<file path="src/rtl/frame_buffer_scan_pkg.sv">
// Shared types and helpers for the frame buffer scan controller.
// Optional start-of-frame resync is enabled by FRAME_BUFFER_SCAN_SOF_EN.
package frame_buffer_scan_pkg;

   typedef enum logic [1:0] {
      S_ACCEPT = 2'd0,
      S_WRITE  = 2'd1,
      S_READ   = 2'd2
   } state_e;

   localparam int DEF_COLUMNS    = 640;
   localparam int DEF_FRAME_ROWS = 480;
   localparam int BUF_ROWS       = 3;
   localparam int COL_W          = $clog2(DEF_COLUMNS);
   localparam int ROW_W          = $clog2(BUF_ROWS);
   localparam int FROW_W         = $clog2(DEF_FRAME_ROWS);

   // Buffer row holding the image row above the one being written: (wr+2) mod 3.
   function automatic logic [ROW_W-1:0] prev_buffer_row(input logic [ROW_W-1:0] wr);
      case (wr)
         2'd0:    return 2'd2;
         2'd1:    return 2'd0;
         2'd2:    return 2'd1;
         default: return 2'd0;
      endcase
   endfunction

endpackage

</file>
<file path="src/rtl/frame_buffer_scan_controller_if.sv">
// Pixel stream in, frame buffer write/read port and matrix-valid side-band out.
// I_START_OF_FRAME exists only when FRAME_BUFFER_SCAN_SOF_EN is defined.
interface frame_buffer_scan_controller_if #(
   parameter int P_COLUMNS     = 640,
   parameter int P_ROWS        = 3,
   parameter int P_FRAME_ROWS  = 480,
   parameter int P_PIXEL_DEPTH = 8
);
   localparam int CW = $clog2(P_COLUMNS);
   localparam int RW = $clog2(P_ROWS);
   localparam int FW = $clog2(P_FRAME_ROWS);

   logic [P_PIXEL_DEPTH-1:0] I_PIXEL;
   logic                     I_PIXEL_VALID;
`ifdef FRAME_BUFFER_SCAN_SOF_EN
   logic                     I_START_OF_FRAME;
`endif
   logic                     O_PIXEL_READY;
   logic [CW-1:0]            O_COLUMN;
   logic [RW-1:0]            O_ROW;
   logic [P_PIXEL_DEPTH-1:0] O_PIXEL;
   logic                     O_WRITE_ENABLE;
   logic                     O_READ_ENABLE;
   logic                     O_MATRIX_VALID;
   logic [CW-1:0]            O_CENTER_COLUMN;
   logic [FW-1:0]            O_CENTER_ROW;
   logic                     O_FRAME_DONE;

   modport master (
`ifdef FRAME_BUFFER_SCAN_SOF_EN
      input  I_START_OF_FRAME,
`endif
      input  I_PIXEL, I_PIXEL_VALID,
      output O_PIXEL_READY, O_COLUMN, O_ROW, O_PIXEL, O_WRITE_ENABLE, O_READ_ENABLE,
             O_MATRIX_VALID, O_CENTER_COLUMN, O_CENTER_ROW, O_FRAME_DONE
   );

   modport slave (
`ifdef FRAME_BUFFER_SCAN_SOF_EN
      output I_START_OF_FRAME,
`endif
      output I_PIXEL, I_PIXEL_VALID,
      input  O_PIXEL_READY, O_COLUMN, O_ROW, O_PIXEL, O_WRITE_ENABLE, O_READ_ENABLE,
             O_MATRIX_VALID, O_CENTER_COLUMN, O_CENTER_ROW, O_FRAME_DONE
   );

endinterface

</file>
<file path="src/rtl/frame_buffer_scan_latency_pipe.sv">
// Delays {valid, centre column, centre row} by DEPTH cycles to line up with buffer read data.
// Coordinates only move with a valid entry, so the outputs hold the last valid centre.
module frame_buffer_scan_latency_pipe #(
   parameter int DEPTH = 1,
   parameter int COL_W = 10,
   parameter int ROW_W = 9
) (
   input  logic             clk,
   input  logic             rst_n,
   input  logic             push,
   input  logic [COL_W-1:0] push_col,
   input  logic [ROW_W-1:0] push_row,
   output logic             valid,
   output logic [COL_W-1:0] col,
   output logic [ROW_W-1:0] row
);

   logic [DEPTH-1:0]            vld_pipe;
   logic [DEPTH-1:0][COL_W-1:0] col_pipe;
   logic [DEPTH-1:0][ROW_W-1:0] row_pipe;

   always_ff @(posedge clk or negedge rst_n) begin
      if (!rst_n) begin
         vld_pipe <= '0;
         col_pipe <= '0;
         row_pipe <= '0;
      end else begin
         for (int i = 0; i < DEPTH; i++) begin
            if (i == 0) begin
               vld_pipe[0] <= push;
               if (push) begin
                  col_pipe[0] <= push_col;
                  row_pipe[0] <= push_row;
               end
            end else begin
               vld_pipe[i] <= vld_pipe[i-1];
               if (vld_pipe[i-1]) begin
                  col_pipe[i] <= col_pipe[i-1];
                  row_pipe[i] <= row_pipe[i-1];
               end
            end
         end
      end
   end

   assign valid = vld_pipe[DEPTH-1];
   assign col   = col_pipe[DEPTH-1];
   assign row   = row_pipe[DEPTH-1];

endmodule

</file>
<file path="src/rtl/frame_buffer_scan_controller.sv">
// Raster pixel stream -> 3-row rolling frame buffer writes plus 3x3 neighbourhood reads.
// Define FRAME_BUFFER_SCAN_SOF_EN to add I_START_OF_FRAME counter resynchronisation.
module frame_buffer_scan_controller
   import frame_buffer_scan_pkg::*;
#(
   parameter int P_COLUMNS      = 640,
   parameter int P_ROWS         = 3,
   parameter int P_FRAME_ROWS   = 480,
   parameter int P_PIXEL_DEPTH  = 8,
   parameter int P_READ_LATENCY = 1
) (
   input logic I_CLK,
   input logic I_RESET,
   frame_buffer_scan_controller_if.master bus
);

   localparam int CW = $clog2(P_COLUMNS);
   localparam int RW = $clog2(P_ROWS);
   localparam int FW = $clog2(P_FRAME_ROWS);
   localparam logic [CW-1:0] COL_LAST = CW'(P_COLUMNS - 1);
   localparam logic [FW-1:0] FR_LAST  = FW'(P_FRAME_ROWS - 1);
   localparam logic [RW-1:0] WR_LAST  = RW'(2);

   state_e                   state;
   logic [CW-1:0]            col, col_nxt, ctr_col;
   logic [FW-1:0]            fr, fr_nxt, ctr_row;
   logic [RW-1:0]            wr, wr_nxt;
   logic                     ready_q, we_q, re_q, done_q;
   logic [CW-1:0]            addr_col_q;
   logic [RW-1:0]            addr_row_q;
   logic [P_PIXEL_DEPTH-1:0] pix_q;
   logic                     read_due;

   assign read_due = (fr >= FW'(2)) && (col >= CW'(2));

   always_comb begin
      col_nxt = col + 1'b1;
      fr_nxt  = fr;
      wr_nxt  = wr;
      if (col == COL_LAST) begin
         col_nxt = '0;
         fr_nxt  = (fr == FR_LAST) ? '0 : fr + 1'b1;
         wr_nxt  = (wr == WR_LAST) ? '0 : wr + 1'b1;
      end
   end

   always_ff @(posedge I_CLK or negedge I_RESET) begin
      if (!I_RESET) begin
         state      <= S_ACCEPT;
         col        <= '0;
         fr         <= '0;
         wr         <= '0;
         ready_q    <= 1'b0;
         we_q       <= 1'b0;
         re_q       <= 1'b0;
         done_q     <= 1'b0;
         addr_col_q <= '0;
         addr_row_q <= '0;
         pix_q      <= '0;
         ctr_col    <= '0;
         ctr_row    <= '0;
      end else begin
         done_q <= 1'b0;
         case (state)
            S_ACCEPT: begin
               if (ready_q && bus.I_PIXEL_VALID) begin
                  state   <= S_WRITE;
                  ready_q <= 1'b0;
                  we_q    <= 1'b1;
                  pix_q   <= bus.I_PIXEL;
`ifdef FRAME_BUFFER_SCAN_SOF_EN
                  if (bus.I_START_OF_FRAME) begin
                     // Resync: this pixel becomes (0,0); a frame cut short still reports done.
                     col        <= '0;
                     fr         <= '0;
                     wr         <= '0;
                     addr_col_q <= '0;
                     addr_row_q <= '0;
                     done_q     <= (fr >= FW'(2));
                  end else begin
                     addr_col_q <= col;
                     addr_row_q <= wr;
                  end
`else
                  addr_col_q <= col;
                  addr_row_q <= wr;
`endif
               end else begin
                  ready_q <= 1'b1;
               end
            end
            S_WRITE: begin
               we_q  <= 1'b0;
               pix_q <= '0;
               if (read_due) begin
                  // Centre is one column back, one image row up.
                  state      <= S_READ;
                  re_q       <= 1'b1;
                  addr_col_q <= col - 1'b1;
                  addr_row_q <= prev_buffer_row(wr);
                  ctr_col    <= col - 1'b1;
                  ctr_row    <= fr - 1'b1;
               end else begin
                  state      <= S_ACCEPT;
                  ready_q    <= 1'b1;
                  addr_col_q <= '0;
                  addr_row_q <= '0;
                  col        <= col_nxt;
                  fr         <= fr_nxt;
                  wr         <= wr_nxt;
               end
            end
            S_READ: begin
               state      <= S_ACCEPT;
               ready_q    <= 1'b1;
               re_q       <= 1'b0;
               addr_col_q <= '0;
               addr_row_q <= '0;
               done_q     <= (col == COL_LAST) && (fr == FR_LAST);
               col        <= col_nxt;
               fr         <= fr_nxt;
               wr         <= wr_nxt;
            end
            default: begin
               state   <= S_ACCEPT;
               ready_q <= 1'b0;
               we_q    <= 1'b0;
               re_q    <= 1'b0;
            end
         endcase
      end
   end

   frame_buffer_scan_latency_pipe #(
      .DEPTH (P_READ_LATENCY),
      .COL_W (CW),
      .ROW_W (FW)
   ) u_latency_pipe (
      .clk      (I_CLK),
      .rst_n    (I_RESET),
      .push     (re_q),
      .push_col (ctr_col),
      .push_row (ctr_row),
      .valid    (bus.O_MATRIX_VALID),
      .col      (bus.O_CENTER_COLUMN),
      .row      (bus.O_CENTER_ROW)
   );

   assign bus.O_PIXEL_READY  = ready_q;
   assign bus.O_WRITE_ENABLE = we_q;
   assign bus.O_READ_ENABLE  = re_q;
   assign bus.O_COLUMN       = addr_col_q;
   assign bus.O_ROW          = addr_row_q;
   assign bus.O_PIXEL        = pix_q;
   assign bus.O_FRAME_DONE   = done_q;

endmodule

</file>
<file path="src/flat_wrapper.sv">
// flat-port wrapper written by rule: the top's interface ports become plain ports
module frame_buffer_scan_controller_flat import frame_buffer_scan_pkg::*;
#(
   parameter int P_COLUMNS      = 640,
   parameter int P_ROWS         = 3,
   parameter int P_FRAME_ROWS   = 480,
   parameter int P_PIXEL_DEPTH  = 8,
   parameter int P_READ_LATENCY = 1
)
  (I_CLK, I_RESET, bus_I_PIXEL, bus_I_PIXEL_VALID, bus_O_PIXEL_READY, bus_O_COLUMN, bus_O_ROW, bus_O_PIXEL, bus_O_WRITE_ENABLE, bus_O_READ_ENABLE, bus_O_MATRIX_VALID, bus_O_CENTER_COLUMN, bus_O_CENTER_ROW, bus_O_FRAME_DONE);
  frame_buffer_scan_controller_if #(.P_COLUMNS(P_COLUMNS), .P_ROWS(P_ROWS), .P_FRAME_ROWS(P_FRAME_ROWS), .P_PIXEL_DEPTH(P_PIXEL_DEPTH)) bus_i ();
  input logic I_CLK;
  input logic I_RESET;
  input wire logic [$bits(bus_i.I_PIXEL)-1:0] bus_I_PIXEL;
  input wire logic [$bits(bus_i.I_PIXEL_VALID)-1:0] bus_I_PIXEL_VALID;
  output wire logic [$bits(bus_i.O_PIXEL_READY)-1:0] bus_O_PIXEL_READY;
  output wire logic [$bits(bus_i.O_COLUMN)-1:0] bus_O_COLUMN;
  output wire logic [$bits(bus_i.O_ROW)-1:0] bus_O_ROW;
  output wire logic [$bits(bus_i.O_PIXEL)-1:0] bus_O_PIXEL;
  output wire logic [$bits(bus_i.O_WRITE_ENABLE)-1:0] bus_O_WRITE_ENABLE;
  output wire logic [$bits(bus_i.O_READ_ENABLE)-1:0] bus_O_READ_ENABLE;
  output wire logic [$bits(bus_i.O_MATRIX_VALID)-1:0] bus_O_MATRIX_VALID;
  output wire logic [$bits(bus_i.O_CENTER_COLUMN)-1:0] bus_O_CENTER_COLUMN;
  output wire logic [$bits(bus_i.O_CENTER_ROW)-1:0] bus_O_CENTER_ROW;
  output wire logic [$bits(bus_i.O_FRAME_DONE)-1:0] bus_O_FRAME_DONE;
  assign bus_i.I_PIXEL = bus_I_PIXEL;
  assign bus_i.I_PIXEL_VALID = bus_I_PIXEL_VALID;
  assign bus_O_PIXEL_READY = bus_i.O_PIXEL_READY;
  assign bus_O_COLUMN = bus_i.O_COLUMN;
  assign bus_O_ROW = bus_i.O_ROW;
  assign bus_O_PIXEL = bus_i.O_PIXEL;
  assign bus_O_WRITE_ENABLE = bus_i.O_WRITE_ENABLE;
  assign bus_O_READ_ENABLE = bus_i.O_READ_ENABLE;
  assign bus_O_MATRIX_VALID = bus_i.O_MATRIX_VALID;
  assign bus_O_CENTER_COLUMN = bus_i.O_CENTER_COLUMN;
  assign bus_O_CENTER_ROW = bus_i.O_CENTER_ROW;
  assign bus_O_FRAME_DONE = bus_i.O_FRAME_DONE;
  frame_buffer_scan_controller #(.P_COLUMNS(P_COLUMNS), .P_ROWS(P_ROWS), .P_FRAME_ROWS(P_FRAME_ROWS), .P_PIXEL_DEPTH(P_PIXEL_DEPTH), .P_READ_LATENCY(P_READ_LATENCY)) u_core (.I_CLK(I_CLK), .I_RESET(I_RESET), .bus(bus_i));
endmodule
</file>
<file path="config.mk">
export PLATFORM = sky130hd
export DESIGN_NAME = frame_buffer_scan_controller_flat
export DESIGN_NICKNAME = d
export VERILOG_FILES = /design/src/rtl/frame_buffer_scan_pkg.sv /design/src/rtl/frame_buffer_scan_controller_if.sv /design/src/rtl/frame_buffer_scan_latency_pipe.sv /design/src/rtl/frame_buffer_scan_controller.sv /design/src/flat_wrapper.sv
export SDC_FILE = /design/constraint.sdc
export NUM_CORES = 1
export LEC_CHECK = 0
export ABC_AREA = 1
export CAP_MARGIN = 20
export CORE_AREA = 2 2 92 94
export CTS_BUF_LIST = sky130_fd_sc_hd__clkbuf_16
export DETAILED_ROUTE_END_ITERATION = 12
export DIE_AREA = 0 0 94 96
export HOLD_SLACK_MARGIN = 0.02
export PLACE_DENSITY = 0.85
export SYNTH_ARGS = -nofsm -noshare
export SYNTH_HDL_FRONTEND = slang
export SYNTH_SLANG_ARGS = --single-unit
</file>
<file path="constraint.sdc">
create_clock -name I_CLK -period 2.3 [get_ports I_CLK]
set_input_delay 0.46 -clock I_CLK [delete_from_list [all_inputs] [get_ports I_CLK]]
set_output_delay 0.46 -clock I_CLK [all_outputs]
set_load 0.02 [all_outputs]
</file>
==> results.json <==
{
  "status": "finished clean",
  "yosys-top-cells-count": "nand2_1 (144), dfrtp_1 (86), nor2_1 (44)",
  "grt_pass1_wl_um": 16700,
  "hold_viol": 0,
  "p_leak_nw": 2.58,
  "path_clk_slew_ns": 0.06,
  "drt-pass1-iter-count": 5,
  "pin_count": 55,
  "startpoint_type": "flop",
  "slew_headroom": 0.642,
  "tightest_slew_ns": 0.536,
  "antenna_found_initial": 0,
  "drtIter0Drc": 335,
  "arrival_ns": 2.27,
  "yosysMostFrequentCell": "nand2_1",
  "cap_violations": 0,
  "synth.avg_cell_area_um2": 8.41,
  "met1_usage": 0.316,
  "irDropWorstVdd_uv": 649,
  "yosysWarnings": 0,
  "synth_top_area_cell": "dfrtp_1",
  "total_power_mw": 5.62,
  "synth_nets": 547,
  "postSynth.asyncResetShare": 1.00,
  "grt_max_degree": 34,
  "grtUsageMet2": 0.390,
  "grt.busiest_layer": "met2",
  "htreeDepth": 3,
  "use_met3": 0.0501,
  "dieArea_um2": 9020,
  "clk_latency_ns": 0.34,
  "num_vias": 3663,
  "post-route-period-util": 0.868,
  "cts.sinks": 86,
  "synth_top_area_frac": 0.487,
  "syn_to_final_growth_pct": 21.6,
  "cts_root_buffer": "clkbuf_16",
  "gr-total-overflow": 0,
  "synthCells": 525,
  "clockBufferDepth": 2,
  "power.density_nw_per_um2": 1050,
  "worstPathMaxFanout": 19,
  "initial_core_util": 0.549,
  "layout-drive-gt1-share": 0.120,
  "period_needed_ns": 2.00,
  "crit_type": "reg -> reg",
  "setup_viol": 0,
  "tns_ns": 0,
  "synth_edf_count": 0,
  "fmaxAchievable_ghz": 0.501,
  "wire_per_inst_um": 14.3,
  "cp-end-kind": "flop",
  "required_ns": 2.57,
  "routed_via_density": 5.31,
  "hp-class": "in -> async",
  "io_buffer_count": 54,
  "drtAntennaViolNets": 0,
  "cts-buffers-inserted": 9,
  "finClkSkew_ns": 0.00940,
  "rsz0062_at_grt": "false",
  "nets": 602,
  "fillers": 661,
  "ys_ff_latch": 86,
  "yosysUniqueCellTypes": 32,
  "cts_tree": "done",
  "drc": 0,
  "grt_usage": 0.238,
  "synth-main-ff-cell": "dfrtp_1",
  "die_y_um": 96,
  "drt_wl_total_um": 9900,
  "fin_hold_ws_ns": 0.0545,
  "syn_area_um2": 4420,
  "ys_seq_area_frac": 0.487,
  "synthTopCellsByArea": "dfrtp_1 (49%), nand2_1 (12%), xor2_1 (3.8%)",
  "dp_hpwl_um": 6730,
  "drv_slew": 0,
  "dieWidth_um": 94,
  "diodes": 0,
  "row_count": 33,
  "coreArea_um2": 8050,
  "grt_pass1_vias": 3594,
  "globalplace.congestion": 0.898
}
routing by layer:
layer  wire (um)  vias up
met3         614       13
li1            -     1787
met5           0        -
met2        4760      130
met1        4380     1733
met4         146        0
what timing repair did:
action / in CTS / in global routing
gates resized for setup: 0 / 1
buffers inserted: 0 / 3
hold buffers: 0 / 0
setup endpoints to repair: 0 / 5
layout by cell type (no fill, tap or decap), types with 2 or more instances in the layout:
cell / Yosys / routed
a21oi_1: 26 / 26
buf_12: 0 / 2
buf_4: 5 / 14
clkbuf_16: 0 / 9
clkdlybuf4s50_1: 0 / 53
clkinv_1: 2 / 2
dfrtp_1: 86 / 86
ha_1: 11 / 11
inv_1: 39 / 39
inv_2: 9 / 9
inv_6: 0 / 2
nand2_1: 144 / 144
nand2_4: 2 / 2
nand3_1: 24 / 24
nand3_2: 3 / 2
nand3_4: 1 / 2
nand4_1: 6 / 6
nor2_1: 44 / 44
nor2_2: 5 / 5
nor2_4: 4 / 4
nor3_1: 8 / 8
o21ai_0: 30 / 30
o21ai_1: 10 / 10
o21ai_2: 11 / 11
o21bai_1: 7 / 7
xnor2_1: 4 / 4
xor2_1: 19 / 19
sequential cells by signal, indices dropped and copies added, names as in the netlist:
name	count
u_core.fr	9
u_core.bus.O_COLUMN	10
u_core.bus.O_FRAME_DONE	1
u_core.state	2
u_core.bus.O_READ_ENABLE	1
u_core.ctr_col	10
u_core.bus.O_WRITE_ENABLE	1
u_core.ctr_row	9
u_core.u_latency_pipe.row	9
u_core.bus.O_PIXEL_READY	1
u_core.bus.O_ROW	2
u_core.u_latency_pipe.col	10
u_core.wr	2
u_core.col	10
u_core.bus.O_PIXEL	8
u_core.u_latency_pipe.valid	1
power breakdown:
part / total [mW] / switching (mW) / internal [mW]
combinational: 2.17 / 1.35 / 0.822
clock: 1.48 / 0.626 / 0.856
sequential: 1.97 / 0.217 / 1.75
kinds of logic (layout without fill, tap and decap cells):
group                      Yosys count  count (layout)  synth area share
AOI/OAI and AO/OA                   86              86             0.112
adders and majority gates           11              11            0.0312
xor gates and xnor gates            23              23            0.0456
buffers and inverters               75             135            0.0799
DFF                                 86              86             0.487
and+or+nand+nor                    244             244             0.244
stage by stage:
stage          worst slack, ns   util  cell area, um^2  std cells
3_3_place_gp             0.306  0.624             5020        671
5_1_grt                  0.112  0.667             5370        690
6_report                 0.304  0.667             5370        690
2_1_floorplan            0.580      -             4420        525
3_5_place_dp             0.219  0.624             5020        671
4_1_cts                  0.203  0.662             5330        687
worst max-delay path, cell delays in order, from the launching register on:
cell and delay, ns:
dfrtp_1 0.39, inv_1 0.21, ha_1 0.19, nor2_1 0.04
nand2_1 0.07, nor2_1 0.04, nand2_1 0.12, nand2_1 0.12
nor2_4 0.37, nand2_1 0.17, nand2_1 0.09, nand2_1 0.06
nand2_1 0.06
final timing paths:
| path | cells after the start | start | slack [ns] | to |
|---|---|---|---|---|
| worst max-delay path | 12 | u_core.col[0] | 0.30 | u_core.bus.O_COLUMN[9] |
| worst min-delay path | 1 | I_RESET | 0.05 | u_core.bus.O_PIXEL[2] |
| worst max register to register | 12 | u_core.col[0] | 0.30 | u_core.bus.O_COLUMN[9] |
| worst min register to register | 2 | u_core.u_latency_pipe.row[5] | 0.47 | u_core.u_latency_pipe.row[5] |
| max in group asynchronous | 2 | I_RESET | 1.56 | u_core.bus.O_COLUMN[9] |
| min in group I_CLK | 2 | u_core.u_latency_pipe.row[5] | 0.47 | u_core.u_latency_pipe.row[5] |
cell type report:
| class | instances | area, um^2 | share of cell area |
|---|---|---|---|
| sequential | 86 | 2150 | 0.401 |
| multi-input combinational | 364 | 1920 | 0.357 |
| timing repair buffer | 69 | 676 | 0.126 |
| clock buffer | 9 | 225 | 0.0419 |
| inverter | 50 | 188 | 0.0349 |
| tap | 105 | 131 | 0.0245 |
| clock inverter | 7 | 80.1 | 0.0149 |
No activity file was read; power rests on OpenSTA's default activity.
